**src/rtl/sevenseg4dcapture.sv**
```systemverilog
// Captures a multiplexed, active-low 4-digit seven-segment display into per-digit registers.
// Inputs are synchronized, debounced by a stability counter, then decoded to hex.
module sevenseg4dcapture #(
  parameter int unsigned SETTLE_CYCLES = 16
) (
  input  logic        clk,
  input  logic        rst_n,
  input  logic [6:0]  segments,
  input  logic [3:0]  anodes,
  output logic [6:0]  digit0_segments,
  output logic [6:0]  digit1_segments,
  output logic [6:0]  digit2_segments,
  output logic [6:0]  digit3_segments,
  output logic [15:0] digit_hex,
  output logic [3:0]  hex_valid,
  output logic        capture_valid,
  output logic [1:0]  capture_idx,
  output logic        frame_done,
  output logic        anode_error
);

  localparam logic [7:0] SettleMax  = 8'(SETTLE_CYCLES);
  localparam logic [7:0] SettleLast = 8'(SETTLE_CYCLES - 1);

  // Bits [10:7] hold anodes, [6:0] hold segments (both still active-low).
  logic [10:0] s1_q, s2_q, p_q;
  logic [7:0]  cnt_q, cnt_d;
  logic        stable, capture;

  logic [3:0][6:0] digit_q, digit_d;
  logic [3:0][3:0] nib_q, nib_d;
  logic [3:0]      hv_q, hv_d;
  logic [3:0]      seen_q, seen_d, seen_upd;
  logic            cv_q, cv_d;
  logic [1:0]      idx_q, idx_d;
  logic            fd_q, fd_d;
  logic            err_q, err_d;

  logic [1:0] sel_idx;
  logic       sel_one, sel_multi;
  logic [6:0] pattern;
  logic [3:0] dec_nib;
  logic       dec_ok;

  always_ff @(posedge clk) begin
    if (!rst_n) begin
      s1_q  <= '1;
      s2_q  <= '1;
      p_q   <= '1;
      cnt_q <= '0;
    end else begin
      s1_q  <= {anodes, segments};
      s2_q  <= s1_q;
      p_q   <= s2_q;
      cnt_q <= cnt_d;
    end
  end

  assign stable  = (s2_q == p_q);
  assign capture = stable && (cnt_q == SettleLast);

  always_comb begin
    cnt_d = cnt_q;
    if (!stable) begin
      cnt_d = '0;
    end else if (cnt_q != SettleMax) begin
      cnt_d = cnt_q + 8'd1;
    end
  end

  always_comb begin
    sel_idx   = 2'd0;
    sel_one   = 1'b0;
    sel_multi = 1'b0;
    unique case (s2_q[10:7])
      4'b1110: begin sel_one = 1'b1; sel_idx = 2'd0; end
      4'b1101: begin sel_one = 1'b1; sel_idx = 2'd1; end
      4'b1011: begin sel_one = 1'b1; sel_idx = 2'd2; end
      4'b0111: begin sel_one = 1'b1; sel_idx = 2'd3; end
      4'b1111: begin sel_one = 1'b0; end
      default: begin sel_multi = 1'b1; end
    endcase
  end

  assign pattern = ~s2_q[6:0];

  always_comb begin
    dec_nib = 4'h0;
    dec_ok  = 1'b1;
    case (pattern)
      7'h3F: dec_nib = 4'h0;
      7'h06: dec_nib = 4'h1;
      7'h5B: dec_nib = 4'h2;
      7'h4F: dec_nib = 4'h3;
      7'h66: dec_nib = 4'h4;
      7'h6D: dec_nib = 4'h5;
      7'h7D: dec_nib = 4'h6;
      7'h07: dec_nib = 4'h7;
      7'h7F: dec_nib = 4'h8;
      7'h6F: dec_nib = 4'h9;
      7'h77: dec_nib = 4'hA;
      7'h7C: dec_nib = 4'hB;
      7'h39: dec_nib = 4'hC;
      7'h5E: dec_nib = 4'hD;
      7'h79: dec_nib = 4'hE;
      7'h71: dec_nib = 4'hF;
      default: begin
        dec_nib = 4'h0;
        dec_ok  = 1'b0;
      end
    endcase
  end

  assign seen_upd = seen_q | (4'b0001 << sel_idx);

  always_comb begin
    digit_d = digit_q;
    nib_d   = nib_q;
    hv_d    = hv_q;
    seen_d  = seen_q;
    err_d   = err_q;
    idx_d   = idx_q;
    cv_d    = 1'b0;
    fd_d    = 1'b0;
    if (capture) begin
      if (sel_one) begin
        digit_d[sel_idx] = pattern;
        nib_d[sel_idx]   = dec_nib;
        hv_d[sel_idx]    = dec_ok;
        cv_d             = 1'b1;
        idx_d            = sel_idx;
        // Completing the mask ends the frame and starts a new one immediately.
        if (seen_upd == 4'b1111) begin
          fd_d   = 1'b1;
          seen_d = 4'b0000;
        end else begin
          seen_d = seen_upd;
        end
      end else if (sel_multi) begin
        err_d = 1'b1;
      end
    end
  end

  always_ff @(posedge clk) begin
    if (!rst_n) begin
      digit_q <= '0;
      nib_q   <= '0;
      hv_q    <= '0;
      seen_q  <= '0;
      cv_q    <= 1'b0;
      idx_q   <= 2'd0;
      fd_q    <= 1'b0;
      err_q   <= 1'b0;
    end else begin
      digit_q <= digit_d;
      nib_q   <= nib_d;
      hv_q    <= hv_d;
      seen_q  <= seen_d;
      cv_q    <= cv_d;
      idx_q   <= idx_d;
      fd_q    <= fd_d;
      err_q   <= err_d;
    end
  end

  assign digit0_segments = digit_q[0];
  assign digit1_segments = digit_q[1];
  assign digit2_segments = digit_q[2];
  assign digit3_segments = digit_q[3];
  assign digit_hex       = nib_q;
  assign hex_valid       = hv_q;
  assign capture_valid   = cv_q;
  assign capture_idx     = idx_q;
  assign frame_done      = fd_q;
  assign anode_error     = err_q;

endmodule

```
**config.mk**
```make
export PLATFORM = sky130hd
export DESIGN_NAME = sevenseg4dcapture
export DESIGN_NICKNAME = d
export VERILOG_FILES = /design/src/rtl/sevenseg4dcapture.sv
export SDC_FILE = /design/constraint.sdc
export NUM_CORES = 1
export LEC_CHECK = 0
export ABC_CLOCK_PERIOD_IN_PS = 2400
export CAP_MARGIN = 20
export CORE_MARGIN = 4
export CORE_UTILIZATION = 35
export DETAILED_ROUTE_END_ITERATION = 16
export GPL_TIMING_DRIVEN = 0
export MAX_ROUTING_LAYER = met4
export SKIP_LAST_GASP = 1
export SLEW_MARGIN = 30
export SYNTH_ARGS = -nofsm -noshare
export SYNTH_HDL_FRONTEND = slang
export SYNTH_SLANG_ARGS = --single-unit
```
**constraint.sdc**
```tcl
create_clock -name clk -period 2.4 [get_ports clk]
set_clock_uncertainty 0.1 [all_clocks]
set_input_delay 0.72 -clock clk [delete_from_list [all_inputs] [get_ports clk]]
set_output_delay 0.72 -clock clk [all_outputs]
set_load 0.03 [all_outputs]
```
==> results of run 1 <==
==> metal layers <==
metal,track usage,up-vias
met1,0.2118,1594
li1,-,1645
met5,-,-
met3,0.03395,12
met2,0.2611,114
met4,0.05859,0
==> per-stage QoR <==
step | instances | instance area (µm²)
after floorplan | 413 | 3921
after global placement | 618 | 4747
after detailed placement | 618 | 4747
after CTS | 629 | 4946
after global routing | 630 | 5002
final | 630 | 5002
==> cell type report <==
cell class              instances  area, µm²
inverters                       3      11.26
clock inverters                 7      83.83
well taps                     140      175.2
fillers                      1086       5886
flip-flops and latches         98       1967
repair buffers                 66      658.1
plain buffers                  38      170.2
clock buffers                   9      123.9
multi-input cells             269       1813
==> cell usage in the layout (no fill, tap or decap), types with 9 or more instances in the layout <==
cell type,count
a21oi_1,51
a311oi_1,24
clkbuf_1,26
clkbuf_8,9
clkdlybuf4s50_1,65
dfxtp_1,94
nand2_1,13
nand2b_1,35
nand3_1,10
nor2_1,19
o21ai_0,21
xor2_1,13
==> cell usage after synthesis, drive strengths merged <==
| cell type | count | area share |
|---|---|---|
| o21ai | 22 | 0.028 |
| or3 | 1 | 0.0016 |
| nand4 | 4 | 0.0064 |
| ha | 2 | 0.0064 |
| or4 | 3 | 0.0086 |
| and3 | 2 | 0.0032 |
| nand2b | 35 | 0.056 |
| o41ai | 1 | 0.0022 |
| and4 | 1 | 0.0022 |
| nand3 | 10 | 0.013 |
| o31a | 1 | 0.0022 |
| nand4b | 1 | 0.0022 |
| a22oi | 1 | 0.0019 |
| nor3b | 2 | 0.0038 |
| o21a | 4 | 0.0077 |
| a32oi | 1 | 0.0022 |
| a31oi | 6 | 0.0096 |
| a31o | 1 | 0.0022 |
| o32ai | 1 | 0.0041 |
| clkinv | 1 | 0.00096 |
| a32o | 3 | 0.0077 |
| dfxtp | 98 | 0.50 |
| nor3 | 2 | 0.0026 |
| and2 | 1 | 0.0016 |
| xor2 | 13 | 0.029 |
| nor4b | 3 | 0.0083 |
| nand2 | 13 | 0.012 |
| xnor2 | 8 | 0.018 |
| a311oi | 24 | 0.054 |
| nor4bb | 2 | 0.0051 |
| a211oi | 8 | 0.015 |
| a211o | 1 | 0.0022 |
| nand3b | 3 | 0.0057 |
| clkbuf | 34 | 0.033 |
| buf | 9 | 0.013 |
| a21oi | 51 | 0.065 |
| nor2b | 2 | 0.0032 |
| maj3 | 1 | 0.0026 |
| inv | 2 | 0.0019 |
| nor4 | 10 | 0.022 |
| and4b | 6 | 0.015 |
| nor2 | 19 | 0.018 |
==> kinds of logic after synthesis <==
family,count (synthesis),share of synthesized area
xor gates and xnor gates,21,0.04691
DFF,98,0.5003
AOI/OAI and AO/OA,125,0.2042
and+or+nand+nor,120,0.1915
buffers and inverters,46,0.04818
adders and majority gates,3,0.008933
==> worst max path at each step <==
stage / start / to / slack (ps) / cells past startpoint
2_1_floorplan: s2_q[4]$_SDFF_PN1_ / capture_idx[0]$_SDFFE_PN0P_ / 270 / 6
3_3_place_gp: rst_n / hex_valid[0]$_SDFFE_PN0P_ / -140 / 5
3_5_place_dp: rst_n / hex_valid[3]$_SDFFE_PN0P_ / -160 / 5
4_1_cts: cnt_q[4]$_SDFFE_PN0P_ / digit3_segments[2]$_SDFFE_PN0P_ / 20 / 7
5_1_grt: cnt_q[0]$_SDFFE_PN0P_ / digit1_segments[4]$_SDFFE_PN0P_ / 10 / 8
6_report: s2_q[5]$_SDFF_PN1_ / capture_idx[0]$_SDFFE_PN0P_ / 130 / 6
==> flip-flops by register name, indices dropped and copies added (netlist names) <==
signal and flops:
seen_q 4, capture_valid 1, digit3_segments 7, digit0_segments 7, p_q 11, frame_done 1, cnt_q 8, s2_q 11
s1_q 11, anode_error 1, digit1_segments 7, hex_valid 4, digit2_segments 7, digit_hex 16, capture_idx 2
==> repair_timing <==
action                     in CTS  in global routing
pin swaps                       0                  1
gates cloned                    0                  0
resized for setup               2                 19
setup buffers                   0                  1
setup endpoints to repair      39                 53
==> power breakdown <==
part | internal, mW | switching, mW | total (mW)
Clock | 0.500 | 0.605 | 1.11
Combinational | 0.0729 | 0.117 | 0.190
Sequential | 1.65 | 0.0155 | 1.66
==> metrics.md, run 1 <==
| Metric | Value |
|---|---|
| Status | `finished, final reports clean` |
| Die area | `12960 µm²` |
| CP Capture Type | `register` |
| Sequential element share of the synthesized area | `0.5003` |
| Initial antenna violation count | `0` |
| Fin. max-slew vios | `0` |
| Grt ovf | `0` |
| RSZ-0062 raised after global routing | `false` |
| Kind of critical path | `reg2reg` |
| Reg2Reg Depth | `6` |
| Syn_nets | `428` |
| PwrDens | `591.6 nW/µm²` |
| Final setup vio count | `0` |
| DRT met1 WL | `4309 µm` |
| Antenna cells | `0` |
| Proportion of layout cells with a drive suffix above 1 | `0.09796` |
| Synth warn | `0` |
| Slowest-stage cell, CP | `or4_4` |
| Cts bufs inserted | `9` |
| Vias in the first global route | `3274` |
| Die span in x | `113.8 µm` |
| Avg Vias per Cell | `5.341` |
| Startpoint types | `register` |
| Initial core utilization | `0.3601` |
| Number of hold buffers added after CTS | `0` |
| Average cell area after synthesis | `9.495 µm²` |
| Synth Instances | `413` |
| Post-Syn Area | `3921 µm²` |
| RD Place Congestion | `0.8324` |
| DP HPWL | `7328 µm` |
| Uppermost layer routed | `met4` |
| Die span in y | `113.8 µm` |
| Hold Path Class | `reg2reg` |
| Seq cells post-synth | `98` |
| DR WL met3 | `820 µm` |
| Root buffer cell | `clkbuf_8` |
| Hold Violations, Final | `0` |
| Relative max-transition margin | `0.5748` |
| Reg clk slew, reported paths | `100 ps` |
| Data arrival, critical path | `2460 ps` |
| DR pass1 iterations | `4` |
| Clock Sinks | `98` |
| Drc violations | `0` |
| First DRT Iteration DRCs | `227` |
| Worst hold endpoint | `s2_q[1]$_SDFF_PN1_` |
| Critical-path maximum fanout | `8` |
| Clk Latency, worst-skew pair | `370 ps` |
| Setup ws final | `130.7 ps` |
| WL/cell | `15.89 µm` |
| DR WL met2 | `4718 µm` |
| Max frequency | `440.7 MHz` |
| Row count | `38` |
| Leak | `1.647 nW` |
| Routed WL | `10010 µm` |
| Setup TNS | `0 ps` |
| Pre-CTS setup slack | `-160.2 ps` |
| First-pass GRT wire length | `16680 µm` |
| Reg-to-reg startpoint | `s2_q[5]$_SDFF_PN1_` |
| Pin count of the biggest net entering global routing | `19` |
| Worst Hold Slack | `308.2 ps` |
| Hold path cells | `1` |
| Max incr delay on CP | `570 ps` |
| CORE AREA | `10890 µm²` |
| Delay-heaviest family, CP | `simple AND/OR/NAND/NOR gates` |
| Fin nets | `500` |
| R2R setup slack | `130 ps` |
| Detailed-route via count | `3365` |
| Tcrit/Tclk final | `0.9455` |
| Pwr Total | `2.959 mW` |
| Worst endpoint required time | `2590 ps` |
| CTS tree | `yes` |
| Critical-path cell list | `buf_6, xor2_1, or4_4, nor4_2, o21ai_0, o21ai_0` |
| Total GRT Usage | `0.1656` |
| IO Count | `66` |
| RR Endpoint | `capture_idx[0]$_SDFFE_PN0P_` |
| Port Buffers | `65` |
| Maximum vdd drop | `301.5 µV` |
| Slew @ Worst Pin | `637.9 ps` |
| Crit path buf inv count | `1` |
| Clock Tree Buf Depth | `2` |
| Max Cap Violations | `0` |
| Most frequent CP cell | `o21ai_0` |
| Hold Startpoint | `s1_q[1]$_SDFF_PN1_` |
| P&R area growth vs syn | `27.57%` |
| Crit path time final | `2269 ps` |
| Final ANT Viol Nets | `0` |
| Synth cell types | `47` |
| Htree depth | `3` |
| Post-Route Utilization | `0.4594` |
No activity file was read; power rests on OpenSTA's default activity.
==> inputs of run 2 (changes only) <==
--- a/config.mk
+++ b/config.mk
@@ -8,12 +8,15 @@
 export ABC_CLOCK_PERIOD_IN_PS = 2400
 export CAP_MARGIN = 20
 export CORE_MARGIN = 4
-export CORE_UTILIZATION = 35
+export CORE_UTILIZATION = 52
+export CTS_CLUSTER_SIZE = 10
 export DETAILED_ROUTE_END_ITERATION = 16
 export GPL_TIMING_DRIVEN = 0
 export MAX_ROUTING_LAYER = met4
+export PLACE_DENSITY = 0.78
 export SKIP_LAST_GASP = 1
 export SLEW_MARGIN = 30
 export SYNTH_ARGS = -nofsm -noshare
 export SYNTH_HDL_FRONTEND = slang
 export SYNTH_SLANG_ARGS = --single-unit
+export TNS_END_PERCENT = 5
==> run 2 against run 1 <==
Compared with the run above: maximum frequency decreased by 3.2%; sequential power hardly changed; via count is 3.8% higher; sequential share of layout area increased by 0.49 points; flip-flop and latch count is the same; critical path depth is the same; register-to-register slack worse by 80 ps; combinational power barely moved; critical path type unchanged; critical endpoint is now hex_valid[3]$_SDFFE_PN0P_; largest power group unchanged.
==> metrics.md, run 2 (synthesized netlist as in run 1, its figures left out) <==
| Metric | Value |
|---|---|
| RD Place Congestion | `0.9478` |
| IO Count | `66` |
| Critical Path Sink | `hex_valid[3]$_SDFFE_PN0P_` |
| Reg-to-reg startpoint | `s2_q[5]$_SDFF_PN1_` |
| Initial antenna violation count | `0` |
| Vias in the first global route | `3140` |
| Leak | `1.642 nW` |
| Fin nets | `501` |
| Levels on crit path | `6` |
| Root buffer cell | `clkbuf_8` |
| Pin count of the biggest net entering global routing | `18` |
| WL/cell | `16.63 µm` |
| Critical-path cell list | `buf_6, xor2_1, or4_4, nor4_2, o21ai_0, a31oi_1` |
| Avg Vias per Cell | `5.919` |
| RSZ-0062 raised after global routing | `true` |
| Critical Path Start | `s2_q[5]$_SDFF_PN1_` |
| Max Cap Violations | `0` |
| Die area | `8995 µm²` |
| Max incr delay on CP | `640 ps` |
| CP Capture Type | `register` |
| Proportion of layout cells with a drive suffix above 1 | `0.09369` |
| DR pass1 iterations | `5` |
| Port Buffers | `65` |
| Clk Latency, worst-skew pair | `370 ps` |
| Setup TNS | `0 ps` |
| Data arrival, critical path | `2540 ps` |
| Die span in y | `94.84 µm` |
| Cts bufs inserted | `9` |
| Total GRT Usage | `0.2206` |
| RR Endpoint | `hex_valid[3]$_SDFFE_PN0P_` |
| First DRT Iteration DRCs | `193` |
| Worst Hold Slack | `296.6 ps` |
| Fin. max-slew vios | `0` |
| Crit path time final | `2345 ps` |
| Initial core utilization | `0.5377` |
| Status | `finished, final reports clean` |
| Crit path buf inv count | `1` |
| Hold Violations, Final | `0` |
| CORE AREA | `7292 µm²` |
| Number of hold buffers added after CTS | `0` |
| Die span in x | `94.84 µm` |
| Max frequency | `426.5 MHz` |
| Kind of critical path | `reg2reg` |
| Detailed-route via count | `3492` |
| Antenna cells | `0` |
| Worst endpoint required time | `2590 ps` |
| First-pass GRT wire length | `15040 µm` |
| Delay-heaviest family, CP | `simple AND/OR/NAND/NOR gates` |
| Slowest-stage cell, CP | `nor4_2` |
| Routed WL | `9809 µm` |
| Startpoint types | `register` |
| Critical-path maximum fanout | `8` |
| Commonest non-fill, non-tap cell in the layout | `dfxtp_1` |
| Drc violations | `0` |
| Hold Path Class | `reg2reg` |
| Final ANT Viol Nets | `0` |
| Clock Tree Buf Depth | `2` |
| Maximum vdd drop | `356.5 µV` |
| Hold Startpoint | `s1_q[3]$_SDFF_PN1_` |
| Relative max-transition margin | `0.5422` |
| R2R setup slack | `60 ps` |
| Reg2Reg Depth | `6` |
| Grt ovf | `0` |
| Slew @ Worst Pin | `686.7 ps` |
| Final setup vio count | `0` |
| PwrDens | `594.1 nW/µm²` |
| Reg clk slew, reported paths | `100 ps` |
| CTS tree | `yes` |
| DP HPWL | `6891 µm` |
| Tcrit/Tclk final | `0.9769` |
| Row count | `31` |
| P&R area growth vs syn | `26.01%` |
| Clock Sinks | `98` |
| Most frequent cells in the layout | `dfxtp_1 (94), clkdlybuf4s50_1 (65), a21oi_1 (51), nand2b_1 (35), clkbuf_1 (28)` |
| Htree depth | `3` |
| Max FFs per register | `16` |
==> run 2: cell types whose count changed in the layout (fill, tap and decap cells not counted), sizes merged <==
| cell | before | now |
|---|---|---|
| inv | 5 | 4 |
| clkinv | 3 | 4 |
| buf | 7 | 9 |
| clkbuf | 41 | 40 |
==> run 2: routing by layer <==
| metal | vias up | track usage | wire, µm | part of all wire |
|---|---|---|---|---|
| met4 | 0 | 0.1070 | 260 | 0.027 |
| met3 | 35 | 0.03745 | 666 | 0.068 |
| li1 | 1650 | - | - | - |
| met5 | - | - | 0 | 0 |
| met1 | 1659 | 0.2663 | 4215 | 0.43 |
| met2 | 148 | 0.3570 | 4666 | 0.48 |
==> run 2: what timing repair did <==
| action | CTS | global route |
|---|---|---|
| resized for setup | 3 | 12 |
| pin swaps | 0 | 1 |
| endpoints found under the setup margin | 50 | 57 |
| buffers inserted | 0 | 2 |
==> run 2: worst min-delay path by stage <==
stage                               to  slack [ps]  depth (start not counted)
floorplan           s2_q[0]$_SDFF_PN1_         290                          1
global placement    s2_q[1]$_SDFF_PN1_         290                          1
detailed placement  s2_q[7]$_SDFF_PN1_         290                          1
CTS                 s2_q[3]$_SDFF_PN1_         300                          1
global route        s2_q[3]$_SDFF_PN1_         320                          1
finish              s2_q[3]$_SDFF_PN1_         300                          1
==> run 2: final cells by class <==
cell class | instances | area, µm²
sequential | 98 | 1967
multi-input combinational | 269 | 1807
clock buffer | 9 | 123.9
timing repair buffer | 67 | 665.6
inverter | 3 | 11.26
fill | 642 | 2351
clock inverter | 7 | 77.57
buffer | 38 | 165.2
tap | 99 | 123.9
==> run 2: metrics by stage <==
step	worst slack (ps)	instance area, µm²	instances	power (mW)	util
CTS	-69.81	4910	592	2.942	0.6733
detailed placement	-177.9	4696	577	1.883	0.6440
global placement	-181.8	4696	577	1.879	0.6440
global route	-35.46	4941	590	3.036	0.6776
floorplan	268.9	3921	413	1.823	-
finish	55.44	4941	590	2.936	0.6776
==> run 2: power breakdown <==
group	leakage (nW)	switching (mW)	internal, mW
logic	0.747	0.115	0.0719
registers	0.794	0.0150	1.65
clock network	0.100	0.594	0.491
==> inputs of run 3 (changes only) <==
--- a/config.mk
+++ b/config.mk
@@ -7,7 +7,6 @@
 export LEC_CHECK = 0
 export ABC_CLOCK_PERIOD_IN_PS = 2400
 export CAP_MARGIN = 20
-export CORE_MARGIN = 4
 export CORE_UTILIZATION = 52
 export CTS_CLUSTER_SIZE = 10
 export DETAILED_ROUTE_END_ITERATION = 16
==> run 3 against run 2 <==
Compared with the run above: flip-flop and latch count is the same; hold slack improved by 15 ps; global-route usage up 4.4 points; critical endpoint is now capture_idx[0]$_SDFFE_PN0P_; critical path type unchanged; largest cell class unchanged; routed wire length down 2.5%.
==> metrics.md, run 3 (synthesized netlist as in run 1, its figures left out) <==
| Metric | Value |
|---|---|
| Max FFs per register | `16` |
| P&R area growth vs syn | `26.52%` |
| Reg clk slew, reported paths | `90 ps` |
| Post-Place Cell Area | `4696 µm²` |
| Data arrival, critical path | `2420 ps` |
| Die span in x | `88.84 µm` |
| Total GRT Usage | `0.2645` |
| Worst endpoint required time | `2540 ps` |
| Max frequency | `438.7 MHz` |
| Most frequent CP cell | `or4_4` |
| Final setup vio count | `0` |
| Clock Sinks | `98` |
| Fillers | `599` |
| Commonest non-fill, non-tap cell in the layout | `dfxtp_1` |
| Routed WL | `9559 µm` |
| WL/cell | `16.26 µm` |
| Leak | `1.650 nW` |
| Root buffer cell | `clkbuf_8` |
| Clk Latency, worst-skew pair | `360 ps` |
| First DRT Iteration DRCs | `286` |
| Status | `finished, final reports clean` |
| Cts bufs inserted | `9` |
| Die area | `7893 µm²` |
| RD Place Congestion | `0.9516` |
| Startpoint types | `register` |
| Relative max-transition margin | `0.5852` |
| Levels on crit path | `5` |
| IO Count | `66` |
| Drc violations | `0` |
| Slew @ Worst Pin | `622.2 ps` |
| Max incr delay on CP | `560 ps` |
| PwrDens | `608.6 nW/µm²` |
| Grt ovf | `0` |
| Hold Path Class | `reg2reg` |
| Kind of critical path | `reg2reg` |
| Proportion of layout cells with a drive suffix above 1 | `0.08589` |
| Tcrit/Tclk final | `0.9498` |
| Avg Vias per Cell | `5.861` |
| Max Cap Violations | `0` |
| RSZ-0062 raised after global routing | `true` |
| Maximum vdd drop | `426.5 µV` |
| Initial core utilization | `0.5406` |
| Critical-path maximum fanout | `9` |
| CORE AREA | `7253 µm²` |
| Fin. max-slew vios | `0` |
| Hold Violations, Final | `0` |
| Initial antenna violation count | `0` |
| Slowest-stage cell, CP | `or4_4` |
| Delay-heaviest family, CP | `simple AND/OR/NAND/NOR gates` |
| Antenna cells | `0` |
| Vias in the first global route | `3103` |
| Post-Route Utilization | `0.6840` |
| Most frequent cells in the layout | `dfxtp_1 (98), clkdlybuf4s50_1 (65), a21oi_1 (51), nand2b_1 (35), clkbuf_1 (27)` |
| Number of hold buffers added after CTS | `0` |
| Hold path cells | `1` |
| Crit path buf inv count | `0` |
| Dpl cells | `577` |
| Clock Tree Buf Depth | `2` |
| Row count | `31` |
| Die span in y | `88.84 µm` |
| Post-route insts no fill | `588` |
| Detailed-route via count | `3446` |
| Port Buffers | `65` |
| Reg2Reg Depth | `5` |
| Htree depth | `3` |
| Critical-path cell list | `xor2_1, or4_4, or4_4, nor2_1, o21ai_0` |
| Setup TNS | `0 ps` |
| DP HPWL | `6872 µm` |
| First-pass GRT wire length | `15230 µm` |
| CTS tree | `yes` |
| DR pass1 iterations | `5` |
| Final ANT Viol Nets | `0` |
| Post-route cell area | `4961 µm²` |
| Crit path time final | `2280 ps` |
| CP Capture Type | `register` |
| Pin count of the biggest net entering global routing | `17` |
| Pwr Total | `3.019 mW` |
| Fin nets | `499` |
## run 3: changes by cell type in the layout (fill, tap and decap cells not counted), moves of 2 or more
cell,previous run,this run
dfxtp_1,94,98
dfxtp_2,4,0
buf_4,2,0
inv_6,2,0
## run 3: layout make-up
type,count,area (µm²),share of cell area
plain buffers,38,168.9,0.03405
clock buffers,9,123.9,0.02497
clock inverters,7,93.84,0.01892
inverters,3,11.26,0.002270
multi-input cells,269,1827,0.3682
flip-flops and latches,98,1962,0.3955
well taps,99,123.9,0.02497
repair buffers,65,650.6,0.1311
## run 3: worst paths after layout
path              slack (ps)               start                           to
setup / recovery         120  s2_q[1]$_SDFF_PN1_  capture_idx[0]$_SDFFE_PN0P_
hold reg to reg          310  s1_q[2]$_SDFF_PN1_           s2_q[2]$_SDFF_PN1_
hold / removal           310  s1_q[2]$_SDFF_PN1_           s2_q[2]$_SDFF_PN1_
setup reg to reg         120  s2_q[1]$_SDFF_PN1_  capture_idx[0]$_SDFFE_PN0P_
## run 3: timing repair
item	in CTS	in global routing
pin swaps	0	0
gates resized for setup	3	13
endpoints found under the setup margin	45	57
buffers inserted	0	0
## run 3: layer usage
layer  part of all wire  global-route usage  routed length [µm]
met3              0.068             0.04291                 651
met2               0.49              0.4196                4687
met1               0.42              0.3380                4031
met5                  0                   -                   0
met4              0.020              0.1026                 189
## run 3: power breakdown
group | switching [mW] | internal (mW)
Clock | 0.577 | 0.585
Combinational | 0.119 | 0.0736
Sequential | 0.0161 | 1.65
Total | 0.712 | 2.31
## run 3: metrics by stage
| step | setup WS [ps] | hold WS [ps] |
|---|---|---|
| 3_5_place_dp | -184.3 | 296.9 |
| 4_1_cts | -86.26 | 316.9 |
| 3_3_place_gp | -143.9 | 288.4 |
| 2_1_floorplan | 268.9 | 286.3 |
| 6_report | 120.4 | 312.0 |
| 5_1_grt | -15.73 | 328.7 |
